**src/rtl/retire_ctrl.sv**
```systemverilog
// retire_ctrl: commit-stage controller behind the reorder buffer.
//
// Takes up to three retiring entries per cycle (slot 2 oldest). Counts the
// committed instructions, sends the oldest committed branch to the branch
// predictor, and on the oldest mispredicted entry runs precise-state recovery:
// a one-cycle recover pulse carrying the redirect PC, then a fixed drain window
// that stalls fetch and dispatch.
//
// Ports:
//   clock, reset            rising-edge clock, async active-low reset
//   retire_valid/...        per-slot retire info; pc/target are [2:0][XLEN-1:0]
//   recover_en, recover_pc  one-cycle recovery pulse and redirect PC
//   fetch_stall             high during drain
//   dispatch_stall          high during recover and drain
//   update_en/pc/direction/target  predictor update (values hold when idle)
//   commit_count            committed instructions, wraps
//   protocol_err            sticky: retire outside IDLE or non-contiguous valid

// Per-slot qualification. A slot commits when it is valid and no older valid
// slot mispredicted; the oldest mispredict itself still commits.
module retire_slot (
    input  logic valid,
    input  logic mispredict,
    input  logic is_branch,
    input  logic older_mp,
    output logic committed,
    output logic mp_hit,
    output logic br_hit
);
    assign committed = valid & ~older_mp;
    assign mp_hit    = committed & mispredict;
    assign br_hit    = committed & is_branch;
endmodule

module retire_ctrl #(
    parameter int XLEN         = 32,
    parameter int DRAIN_CYCLES = 2,
    parameter int CNT_W        = 32
) (
    input  logic                 clock,
    input  logic                 reset,
    input  logic [2:0]           retire_valid,
    input  logic [2:0]           retire_mispredict,
    input  logic [2:0]           retire_is_branch,
    input  logic [2:0]           retire_taken,
    input  logic [2:0][XLEN-1:0] retire_pc,
    input  logic [2:0][XLEN-1:0] retire_target,
    output logic                 recover_en,
    output logic [XLEN-1:0]      recover_pc,
    output logic                 fetch_stall,
    output logic                 dispatch_stall,
    output logic                 update_en,
    output logic [XLEN-1:0]      update_pc,
    output logic                 update_direction,
    output logic [XLEN-1:0]      update_target,
    output logic [CNT_W-1:0]     commit_count,
    output logic                 protocol_err
);
    localparam int DW = (DRAIN_CYCLES < 2) ? 1 : $clog2(DRAIN_CYCLES + 1);

    typedef enum logic [1:0] {IDLE, RECOVER, DRAIN} state_t;

    state_t         state;
    logic [DW-1:0]  drain_cnt;

    logic [2:0]     older_mp;
    logic [2:0]     committed;
    logic [2:0]     mp_hit;
    logic [2:0]     br_hit;

    // older_mp[i]: some valid slot older than i mispredicted.
    assign older_mp[2] = 1'b0;

    for (genvar i = 0; i < 3; i++) begin : g_slot
        if (i < 2) begin : g_chain
            assign older_mp[i] = older_mp[i+1] |
                                 (retire_valid[i+1] & retire_mispredict[i+1]);
        end
        retire_slot u_slot (
            .valid      (retire_valid[i]),
            .mispredict (retire_mispredict[i]),
            .is_branch  (retire_is_branch[i]),
            .older_mp   (older_mp[i]),
            .committed  (committed[i]),
            .mp_hit     (mp_hit[i]),
            .br_hit     (br_hit[i])
        );
    end

    logic [1:0]      pop;
    logic [XLEN-1:0] mp_target;
    logic [1:0]      br_sel;
    logic            noncontig;

    // Ascending scan so the highest (oldest) index wins the branch select.
    always_comb begin
        pop       = 2'd0;
        mp_target = '0;
        br_sel    = 2'd0;
        for (int i = 0; i < 3; i++) begin
            pop = pop + {1'b0, committed[i]};
            if (mp_hit[i]) mp_target = retire_target[i];
            if (br_hit[i]) br_sel = 2'(i);
        end
    end

    // Legal valid patterns fill from slot 2 downward: 000, 100, 110, 111.
    assign noncontig = (retire_valid == 3'b001) || (retire_valid == 3'b010) ||
                       (retire_valid == 3'b011) || (retire_valid == 3'b101);

    always_ff @(posedge clock or negedge reset) begin
        if (!reset) begin
            state            <= IDLE;
            drain_cnt        <= '0;
            recover_en       <= 1'b0;
            recover_pc       <= '0;
            fetch_stall      <= 1'b0;
            dispatch_stall   <= 1'b0;
            update_en        <= 1'b0;
            update_pc        <= '0;
            update_direction <= 1'b0;
            update_target    <= '0;
            commit_count     <= '0;
            protocol_err     <= 1'b0;
        end else begin
            recover_en     <= 1'b0;
            update_en      <= 1'b0;
            fetch_stall    <= 1'b0;
            dispatch_stall <= 1'b0;

            if (noncontig || (state != IDLE && |retire_valid))
                protocol_err <= 1'b1;

            case (state)
                IDLE: begin
                    commit_count <= commit_count + CNT_W'(pop);
                    if (|br_hit) begin
                        update_en        <= 1'b1;
                        update_pc        <= retire_pc[br_sel];
                        update_direction <= retire_taken[br_sel];
                        update_target    <= retire_target[br_sel];
                    end
                    if (|mp_hit) begin
                        recover_en     <= 1'b1;
                        recover_pc     <= mp_target;
                        dispatch_stall <= 1'b1;
                        state          <= RECOVER;
                    end
                end
                RECOVER: begin
                    drain_cnt      <= DW'(DRAIN_CYCLES);
                    fetch_stall    <= 1'b1;
                    dispatch_stall <= 1'b1;
                    state          <= DRAIN;
                end
                DRAIN: begin
                    // Last drain cycle when the counter reads 1; stalls drop
                    // together with the return to IDLE.
                    if (drain_cnt == DW'(1)) begin
                        state <= IDLE;
                    end else begin
                        drain_cnt      <= drain_cnt - DW'(1);
                        fetch_stall    <= 1'b1;
                        dispatch_stall <= 1'b1;
                    end
                end
                default: state <= IDLE;
            endcase
        end
    end
endmodule
```
**config.mk**
```make
export PLATFORM = sky130hd
export DESIGN_NAME = retire_ctrl
export DESIGN_NICKNAME = d
export VERILOG_FILES = /design/src/rtl/retire_ctrl.sv
export SDC_FILE = /design/constraint.sdc
export NUM_CORES = 1
export LEC_CHECK = 0
export CORE_UTILIZATION = 42
export DETAILED_ROUTE_END_ITERATION = 10
export PLACE_DENSITY = 0.94
export SYNTH_ARGS = -nofsm -noshare
export SYNTH_HDL_FRONTEND = slang
export SYNTH_SLANG_ARGS = --single-unit
```
**constraint.sdc**
```tcl
create_clock -name clock -period 2.6 [get_ports clock]
set_input_delay 0.26 -clock clock [delete_from_list [all_inputs] [get_ports clock]]
set_output_delay 0.26 -clock clock [all_outputs]
set_load 0.02 [all_outputs]
```
# Yosys cells after proc, flatten, opt, wreduce, memory -nomap -nowiden
# Index checks and enable logic that the tools add are counted.
# classes
addsub	4
order_cmp	1
n_eq_ne	10
n_mux	23
bitwise_logic	12
n_reduce_logical	15
# op_table
cell	n
32-bit two-way mux	5
32-bit binary-select mux with 2-bit select	2
32-bit by 2-bit adder with 32-bit output	1
1-bit bitwise AND	9
3-bit OR reduction	3
2-bit two-way mux	4
2-bit AND reduction	4
1-bit two-way mux	7
3-bit by 2-bit == test with 1-bit output (second input constant)	2
2-bit inequality test (second input constant)	3
2-bit case mux with 3 select lines	1
2-bit by 1-bit == test with 1-bit output (second input constant)	2
1-bit logical OR	4
2-bit case mux with 2 select lines	1
2-bit nonzero test	2
3-bit by 1-bit == test with 1-bit output (second input constant)	1
3-bit == test (second input constant)	1
2-bit by 3-bit < comparator with 1-bit output (second input constant)	1
1-bit case mux with 3 select lines	1
1-bit by 1-bit adder with 2-bit output	1
2-bit by 1-bit adder with 2-bit output	1
1-bit binary-select mux with 2-bit select	1
2-bit == test (second input constant)	1
2-bit logical NOT	1
other kinds (5)	6
# word_totals
regBits	138
input_bits	206
out_inout_bits	134
elab_cells	77

# Longest topological paths before layout
# Gate-level depths: netlist of run 1.
# logic_depth
word_depth	8
mapped_depth	11
depth_no_buf	8

# By module
# From an unflattened synthesis of run 1, not the netlist that was laid out.
# unflattened
hier_cells	789
hier_area_um2	7377.1
# modules_own_cells
mod	n_inst	cells_per_inst	area_each_um2	seq_area_each_um2
retire_ctrl	1	780	7290.7	3453.3
retire_slot	3	3	28.8	0.0

# Least setup slack after synthesis of run 1
# No wires, ideal clock.
# synth_timing
path_type	input to register
startpoint	input retire_valid[2]
endpoint	register commit_count[28]
setup_ns	0.138
arrival_time_ns	2.545
required_time_ns	2.462
setup_slack_ns	-0.083
stages	10
n_path_buf	2
path_cell_list	nand2_2 clkbuf_1 and2_1 fa_1 ha_1 fa_1 nand4_1 clkbuf_1 nor4_1 xor2_1
# synth_via
elab_chain_cells	7
elab_cells_between_ends	9
classes_between	add/sub (3); bitwise (6)
# synth_lines
element	line_no	source
from (decl)	42	input logic [2:0] retire_valid,
1-bit bitwise AND	77	(retire_valid[i+1] & retire_mispredict[i+1]);
1-bit bitwise OR	76	assign older_mp[i] = older_mp[i+1] |
1-bit inverter	30	assign committed = valid & ~older_mp;
1-bit bitwise AND	30	
1-bit by 1-bit adder with 2-bit output	101	pop = pop + {1'b0, committed[i]};
2-bit by 1-bit adder with 2-bit output *	101	
32-bit by 2-bit adder with 32-bit output *	136	commit_count <= commit_count + CNT_W'(pop);
to (signal assigned)	136	
to (decl)	56	output logic [CNT_W-1:0] commit_count,
# Every way passes the cells marked *; elsewhere a longest branch is shown, timed or not.
# A chain may end at the register's enable or synchronous reset.

# Worst setup path in the final report of run 1
# layout_timing
startpoint	input retire_mispredict[2]
endpoint	register commit_count[28]
# layout_via
elab_chain_cells	7
elab_cells_between_ends	9
classes_between	add/sub (3); bitwise (6)
# layout_lines
element	line_no	source
from (decl)	43	input logic [2:0] retire_mispredict,
1-bit bitwise AND *	77	
1-bit bitwise OR	76	
1-bit inverter	30	
1-bit bitwise AND	30	
1-bit by 1-bit adder with 2-bit output *	101	
2-bit by 1-bit adder with 2-bit output *	101	
32-bit by 2-bit adder with 32-bit output *	136	
# Marks and branches as above.

==> flow_summary_export.csv, run 1 <==
group,metric,value,unit
status,status,"completed",
hold_path,hold_path_class,"input pin to asynchronous set/reset pin",
timing,post-route-min-period,2430,ps
final_layout,drive_gt1_frac,0.137,
clock_tree,clkLatencyLatePin,420,ps
floorplanning,fp.dieH,134,um
floorplanning,ios,340,
pwr,power.leakage,5.00,nW
global_routing,grtUsageTotal,0.313,
detailed_routing,wirelength_met1,10600,um
pwr,p_per_area,1010,mW/mm^2
timing,max_freq,412,MHz
floorplanning,start_util,0.435,
detailed_routing,dr.pass1.iters,7,
floorplanning,die-width,134,um
flow_run,drv_cap,0,
final_layout,final_area,0.0116,sq mm
detailed_routing,wire_per_inst,23.1,um
placement,io_buffers,339,
synthesis,synth.avg_cell_area,11.4,sq um
synthesis,yosys_warnings,0,
detailed_routing,ant_nets,0,
synthesis,synth_seq_area_share,0.474,
clock_tree,cts.sinks,138,
pwr,total_power,0.0118,W
setup_path,worstPathRequired,2940,ps
timing,grt_setup_unrepaired,"no",
detailed_routing,finalWirelength,27700,um
detailed_routing,dr_wl_met3,2580,um
clock_tree,cts_tree,"yes",
detailed_routing,via_per_inst,6.12,
timing,finalHoldViolCount,0,
floorplanning,core,0.0168,sq mm
synthesis,yosys.area_share.simple,0.113,
synthesis,ys_seq_elements,138,
setup_path,reg2reg_to,"commit_count[28]$_DFFE_PN0P_",
detailed_routing,highest-signal-layer,"met4",
setup_path,reg2reg_depth,7,
synthesis,synth_compound_area_frac,0.204,
detailed_routing,met2_length,13400,um
synthesis,synth_top_family_by_area,"compound AO/OA/AOI/OAI gates",
synthesis,syn-cell-area,0.00729,sq mm
final_layout,final_cell_mix,"clkdlybuf4s50_1, dfrtp_1, and3_1, a221o_1, mux2_2",
timing,drv_slew,0,
final_layout,diodes,0,
global_routing,grt_max_degree,65,
timing,timing.setup.tns,0,ps
setup_path,regToRegSetupSlack,400,ps
pwr,peakVddDrop,0.000647,V
timing,skew,6.17,ps
timing,worst_pin_slew,764,ps
final_layout,areaGrowthSynthToFinish,59.3,%
global_routing,grt_pass1_wl,42800,um
setup_path,start_kind,"input pin",
synthesis,synthesis.nets,853,
timing,slew_headroom,0.491,
setup_path,r2r_start,"commit_count[0]$_DFFE_PN0P_",
synthesis,synth-xor-area-share,0.0373,
timing,period_share,0.933,
synthesis,synth.area.mux_share,0.104,
clock_tree,htreeDepth,4,
synthesis,synth_cell_types,43,
setup_path,worstPathArrival,2770,ps
synthesis,synth_adder_area_share,0.0175,
final_layout,nets,1184,
floorplanning,row_count,47,
clock_tree,cts-root-buf,"clkbuf_16",
final_layout,finish.utilization,0.693,
placement,dpl.hpwl,19400,um
floorplanning,die-area,0.0179,sq mm
setup_path,worstSetupPathType,"input pin to flop",
final_layout,final_common_cell,"clkdlybuf4s50_1",
setup_path,path_max_fanout,11,
detailed_routing,route.detailed.drc,0,
global_routing,grt-ovfl-total,0,
synthesis,synthCells,638,
clock_tree,cts_buffers,17,
clock_tree,clk_pin_slew_worst_paths,60,ps
global_routing,antenna_found_initial,0,
clock_tree,cts_buffer_depth,2,
detailed_routing,num_vias,7358,
setup_path,cp-end-kind,"flop",
detailed_routing,drt-initial-drc-count,479,
timing,setup_viol,0,
placement,placed_area,0.0110,sq mm
placement,gp_congestion,0.870,
global_routing,grt_pass1_vias,7681,
final cells by class:
class / count / area [sq um]
Sequential cell: 138 / 3450
Inverter: 16 / 60.1
Timing Repair Buffer: 370 / 3690
Tap cell: 220 / 275
Multi-Input combinational cell: 426 / 3510
Clock buffer: 24 / 482
Clock inverter: 8 / 140
Fill cell: 1152 / 5150
cell usage after synthesis (all sizes together):
cell     count  area [sq um]
a211o        1          8.76
a21o         1          7.51
a21oi       36           180
a221o       58           581
a22oi        1          12.5
a31oi        1          6.26
a32o         1          11.3
a32oi        1          8.76
and2         6          37.5
and3        67           424
and4         3          26.3
buf         24           178
clkbuf      34           128
dfrtp      138          3450
fa           2          40.0
ha           7          87.6
inv         16          60.1
mux2        61           687
mux2i        7          70.1
nand2       16          62.6
nand3        8          40.0
nand4       13          81.3
nor2         9          33.8
nor2b        1          6.26
nor3         5          25.0
nor4         4          37.5
o21ai        5          36.3
o221ai      39           342
o22a         1          8.76
o22ai        1          6.26
o2bb2ai     32           280
or2          7          43.8
or3          1          6.26
xnor2       16           140
xor2        15           131
kinds of logic after synthesis:
group,count (synthesis)
AO/OA/AOI/OAI,178
XOR/XNOR,31
adder cells (fa/ha/maj),9
buffers and inverters,74
flip-flops,138
multiplexers,68
AND/OR/NAND/NOR,140
per-layer routing:
layer  track usage  up-vias
li1              -     3140
met1         0.369     3655
met2         0.518      465
met3        0.0951       98
met4         0.152        0
met5             0        -
critical path, cell delays in order:
cell and delay, ps:
clkdlybuf4s50_1 560, nand2_2 90, and2_1 170, fa_1 480
ha_1 190, fa_1 210, nand4_1 100, buf_4 200
nor4_1 340, xor2_1 170
what timing repair did:
item	in CTS	in global routing
endpoints found under the hold margin	58	0
gates resized for setup	0	2
buffers inserted	0	0
hold buffers	1	0
setup endpoints to repair	0	2
power breakdown:
| part | internal [W] | switching [W] |
|---|---|---|
| registers | 0.00303 | 0.000540 |
| logic | 0.00286 | 0.00279 |
| clock network | 0.00168 | 0.000887 |
sequential cells by signal, indices dropped and copies added, names as in the netlist:
register and flops:
update_en 1, recover_pc 32, fetch_stall 1, state 2, update_pc 32, recover_en 1
commit_count 32, drain_cnt 2, dispatch_stall 1, protocol_err 1, update_target 32, update_direction 1
metrics by stage:
step,hold WS (ps),instances,setup slack (ps)
after global placement,273,1169,-120
after global routing,424,1202,56.2
after floorplan,-35.6,638,39.6
after detailed placement,267,1169,-208
final,369,1202,173
after CTS,388,1202,202
worst max path at each step:
stage | slack (ps) | start | end
after floorplan | 40 | retire_valid[2] | commit_count[28]$_DFFE_PN0P_
after global placement | -120 | retire_mispredict[2] | commit_count[30]$_DFFE_PN0P_
after detailed placement | -210 | retire_mispredict[2] | commit_count[30]$_DFFE_PN0P_
after CTS | 200 | retire_mispredict[2] | commit_count[30]$_DFFE_PN0P_
after global routing | 60 | retire_mispredict[2] | commit_count[26]$_DFFE_PN0P_
final | 170 | retire_mispredict[2] | commit_count[28]$_DFFE_PN0P_
Note: power is estimated with default switching activity, not from simulation.
==> inputs of run 2 (changes only) <==
--- a/config.mk
+++ b/config.mk
@@ -5,9 +5,12 @@
 export SDC_FILE = /design/constraint.sdc
 export NUM_CORES = 1
 export LEC_CHECK = 0
-export CORE_UTILIZATION = 42
+export ABC_AREA = 1
+export CAP_MARGIN = 40
+export CORE_UTILIZATION = 43
 export DETAILED_ROUTE_END_ITERATION = 10
-export PLACE_DENSITY = 0.94
+export GPL_ROUTABILITY_DRIVEN = 0
+export PLACE_DENSITY = 0.93
 export SYNTH_ARGS = -nofsm -noshare
 export SYNTH_HDL_FRONTEND = slang
 export SYNTH_SLANG_ARGS = --single-unit
==> run 2 against run 1 <==
Worst hold slack better by 37 ps; sequential power hardly changed; routed wire length is 8.1% higher; global-route usage is 1.1 points higher; first-iteration DRC count is 62% higher; synthesized area is 7.9% higher; via count is 24% higher; critical endpoint is now commit_count[30]$_DFFE_PN0P_; clock skew is 3.2 ps higher; largest cell class is now multi-input gates; largest power group unchanged; cell count is 40% higher; total power is 3.8% lower; highest routed layer unchanged; critical path type unchanged.
==> flow_summary_export.csv, run 2 <==
group,metric,value,unit
placement,dp.cells,1652,
synthesis,async_reset_ff_frac,1.00,
synthesis,yosys-top-cells-count,"nand2_1, nand3_1, dfrtp_1",
global_routing,grtUsageTotal,0.324,
synthesis,synth_adder_area_share,0.0162,
pwr,peakVddDrop,0.000701,V
floorplanning,die-area,0.0188,sq mm
setup_path,path_cells,"clkdlybuf4s50_1 -> a21oi_4 -> fa_1 -> ha_1 -> fa_1 -> nand3_1 -> nor2_2 -> nand3b_2 -> nor2_2 -> nand4_1 -> nand2_1",
synthesis,syn-cell-area,0.00787,sq mm
synthesis,synth_top_family_by_area,"simple AND/OR/NAND/NOR gates",
synthesis,synth_seq_area_share,0.439,
pwr,swShare,0.394,
placement,dpl.hpwl,21300,um
timing,slew_headroom,0.554,
final_layout,drive_gt1_frac,0.0618,
timing,drv_slew,0,
floorplanning,row_count,49,
synthesis,synth.area.mux_share,0,
clock_tree,clk_pin_slew_worst_paths,60,ps
synthesis,yosys_warnings,0,
final_layout,final_cell_mix,"nand2_1, clkdlybuf4s50_1, nand3_1, dfrtp_1, inv_1",
final_layout,areaGrowthSynthToFinish,54.8,%
timing,max_freq,403,MHz
setup_path,start_kind,"input pin",
timing,skew,9.41,ps
synthesis,ys_top_cells_by_area,"dfrtp_1, nand2_1, nand3_1",
floorplanning,start_util,0.438,
detailed_routing,drt-initial-drc-count,777,
global_routing,grt_max_degree,71,
synthesis,ys_seq_elements,138,
hold_path,hold_path_class,"input pin to asynchronous set/reset pin",
setup_path,regToRegSetupSlack,240,ps
detailed_routing,via_per_inst,5.42,
detailed_routing,finalWirelength,30000,um
synthesis,yosys.area.top_type,"dfrtp_1",
setup_path,reg2reg_depth,9,
setup_path,worstPathRequired,2960,ps
global_routing,grt-ovfl-total,0,
global_routing,grt_pass1_wl,46000,um
timing,worst_slack,121,ps
clock_tree,cts_tree,"yes",
floorplanning,fp.dieH,137,um
setup_path,cpMaxStageDelayCell,"clkdlybuf4s50_1",
synthesis,synth-edff-count,0,
floorplanning,die-width,137,um
setup_path,path_max_fanout,4,
clock_tree,htreeDepth,4,
detailed_routing,dr.pass1.iters,5,
synthesis,synthesis.nets,1330,
synthesis,synth_compound_area_frac,0.0177,
pwr,power_frac_comb,0.458,
clock_tree,cts_buffers,17,
clock_tree,post_cts_buffers,0,
synthesis,synth_cell_types,33,
pwr,pwr-share-clk,0.229,
detailed_routing,num_vias,9155,
pwr,p_per_area,931,mW/mm^2
synthesis,synth.avg_cell_area,7.05,sq um
detailed_routing,wire_per_inst,17.8,um
final_layout,final_common_cell,"nand2_1",
clock_tree,cts.sinks,138,
synthesis,synth-xor-area-share,0.0223,
synthesis,synthCells,1115,
final_layout,finish.utilization,0.678,
setup_path,r2r_start,"commit_count[0]$_DFFE_PN0P_",
flow_run,drv_cap,0,
global_routing,grt_pass1_vias,9084,
placement,pre_cts_ws,-237,ps
final_layout,instances_no_fill,1688,
setup_path,crit_path_max_incr_delay,600,ps
pwr,power.leakage,5.80,nW
timing,setup_viol,0,
timing,finalHoldViolCount,0,
timing,grt_setup_unrepaired,"no",
setup_path,worstPathArrival,2830,ps
pwr,pwr-share-seq,0.313,
synthesis,synth_ff_type,"dfrtp_1",
final_layout,nets,1659,
placement,io_buffers,339,
status,status,"completed",
synthesis,yosysMostFrequentCell,"nand2_1",
timing,worst_pin_slew,669,ps
setup_path,crit_buf_inv,1,
final_layout,final_area,0.0122,sq mm
clock_tree,cts-root-buf,"clkbuf_16",
timing,period_share,0.954,
pwr,intPower,0.00687,W
setup_path,reg2reg_to,"commit_count[30]$_DFFE_PN0P_",
detailed_routing,route.detailed.drc,0,
pwr,p_switching,0.00446,W
floorplanning,ios,340,
clock_tree,clkLatencyLatePin,420,ps
timing,post-route-min-period,2480,ps
placement,placed_area,0.0115,sq mm
floorplanning,core,0.0180,sq mm
global_routing,antenna_found_initial,2,
timing,hold-worst-slack,406,ps
clock_tree,cts_buffer_depth,2,
synthesis,yosysTopAreaCellShare,0.439,
synthesis,yosys.area_share.simple,0.435,
detailed_routing,ant_nets,0,
setup_path,worstSetupPathType,"input pin to flop",
setup_path,cp_top_family,"simple AND/OR/NAND/NOR gates",
setup_path,cp-end-kind,"flop",
## run 2: changes by cell type after synthesis, moves of 39 or more
cell      before  now
nand3_1        8  208
a221o_1       58    0
and3_1        66    0
nand2_1       15  544
o221ai_1      39    0
mux2_2        54    0
## run 2: cells by family (layout without fill, tap and decap cells)
family	Yosys count	count (layout)
flip-flops	138	138
adder cells (fa/ha/maj)	9	9
AND/OR/NAND/NOR	812	813
AO/OA/AOI/OAI	23	23
XOR/XNOR	20	20
buffers and inverters	113	454
other	0	2
## run 2: power groups by stage
stage	combinational (W)	clock (W)	sequential, W
detailed placement	0.00516	0	0.00354
CTS	0.00519	0.00261	0.00353
finish	0.00519	0.00260	0.00354
global route	0.00558	0.00272	0.00363
global placement	0.00502	0	0.00352
floorplan	0.00158	0	0.00444
## run 2: cell type report
| type | count | area, sq um |
|---|---|---|
| timing repair buffer | 370 | 3710 |
| clock inverter | 14 | 198 |
| multi-input combinational | 865 | 3890 |
| tap | 229 | 287 |
| sequential | 138 | 3450 |
| clock buffer | 18 | 429 |
| inverter | 52 | 203 |
| antenna | 2 | 5.00 |
| fill | 1392 | 5790 |
## run 2: stage by stage
step                power (W)  TNS, ps
floorplan             0.00602        0
finish                 0.0113        0
global route           0.0119        0
global placement      0.00854    -1560
CTS                    0.0113        0
detailed placement    0.00870    -2380
## run 2: timing repair
action / 4_1_cts / 5_1_grt
setup endpoints to repair: 0 / 2
resized for setup: 0 / 1
hold buffers: 1 / 0
hold endpoints to repair: 67 / 0
## run 2: how the worst max path moves through the flow
stage | start | endpoint | slack (ps) | cells past startpoint
final | retire_mispredict[2] | commit_count[30]$_DFFE_PN0P_ | 120 | 11
after global routing | retire_mispredict[2] | commit_count[24]$_DFFE_PN0P_ | 10 | 12
after CTS | retire_mispredict[2] | commit_count[30]$_DFFE_PN0P_ | 190 | 12
after detailed placement | retire_mispredict[2] | commit_count[30]$_DFFE_PN0P_ | -240 | 12
after global placement | retire_mispredict[2] | commit_count[20]$_DFFE_PN0P_ | -170 | 12
after floorplan | retire_mispredict[2] | commit_count[12]$_DFFE_PN0P_ | 60 | 13
## run 2: routing by layer
metal	GRT usage	wire length, um
met4	0.184	1410
met2	0.549	14600
met1	0.380	11200
met5	0	0
met3	0.0695	2770
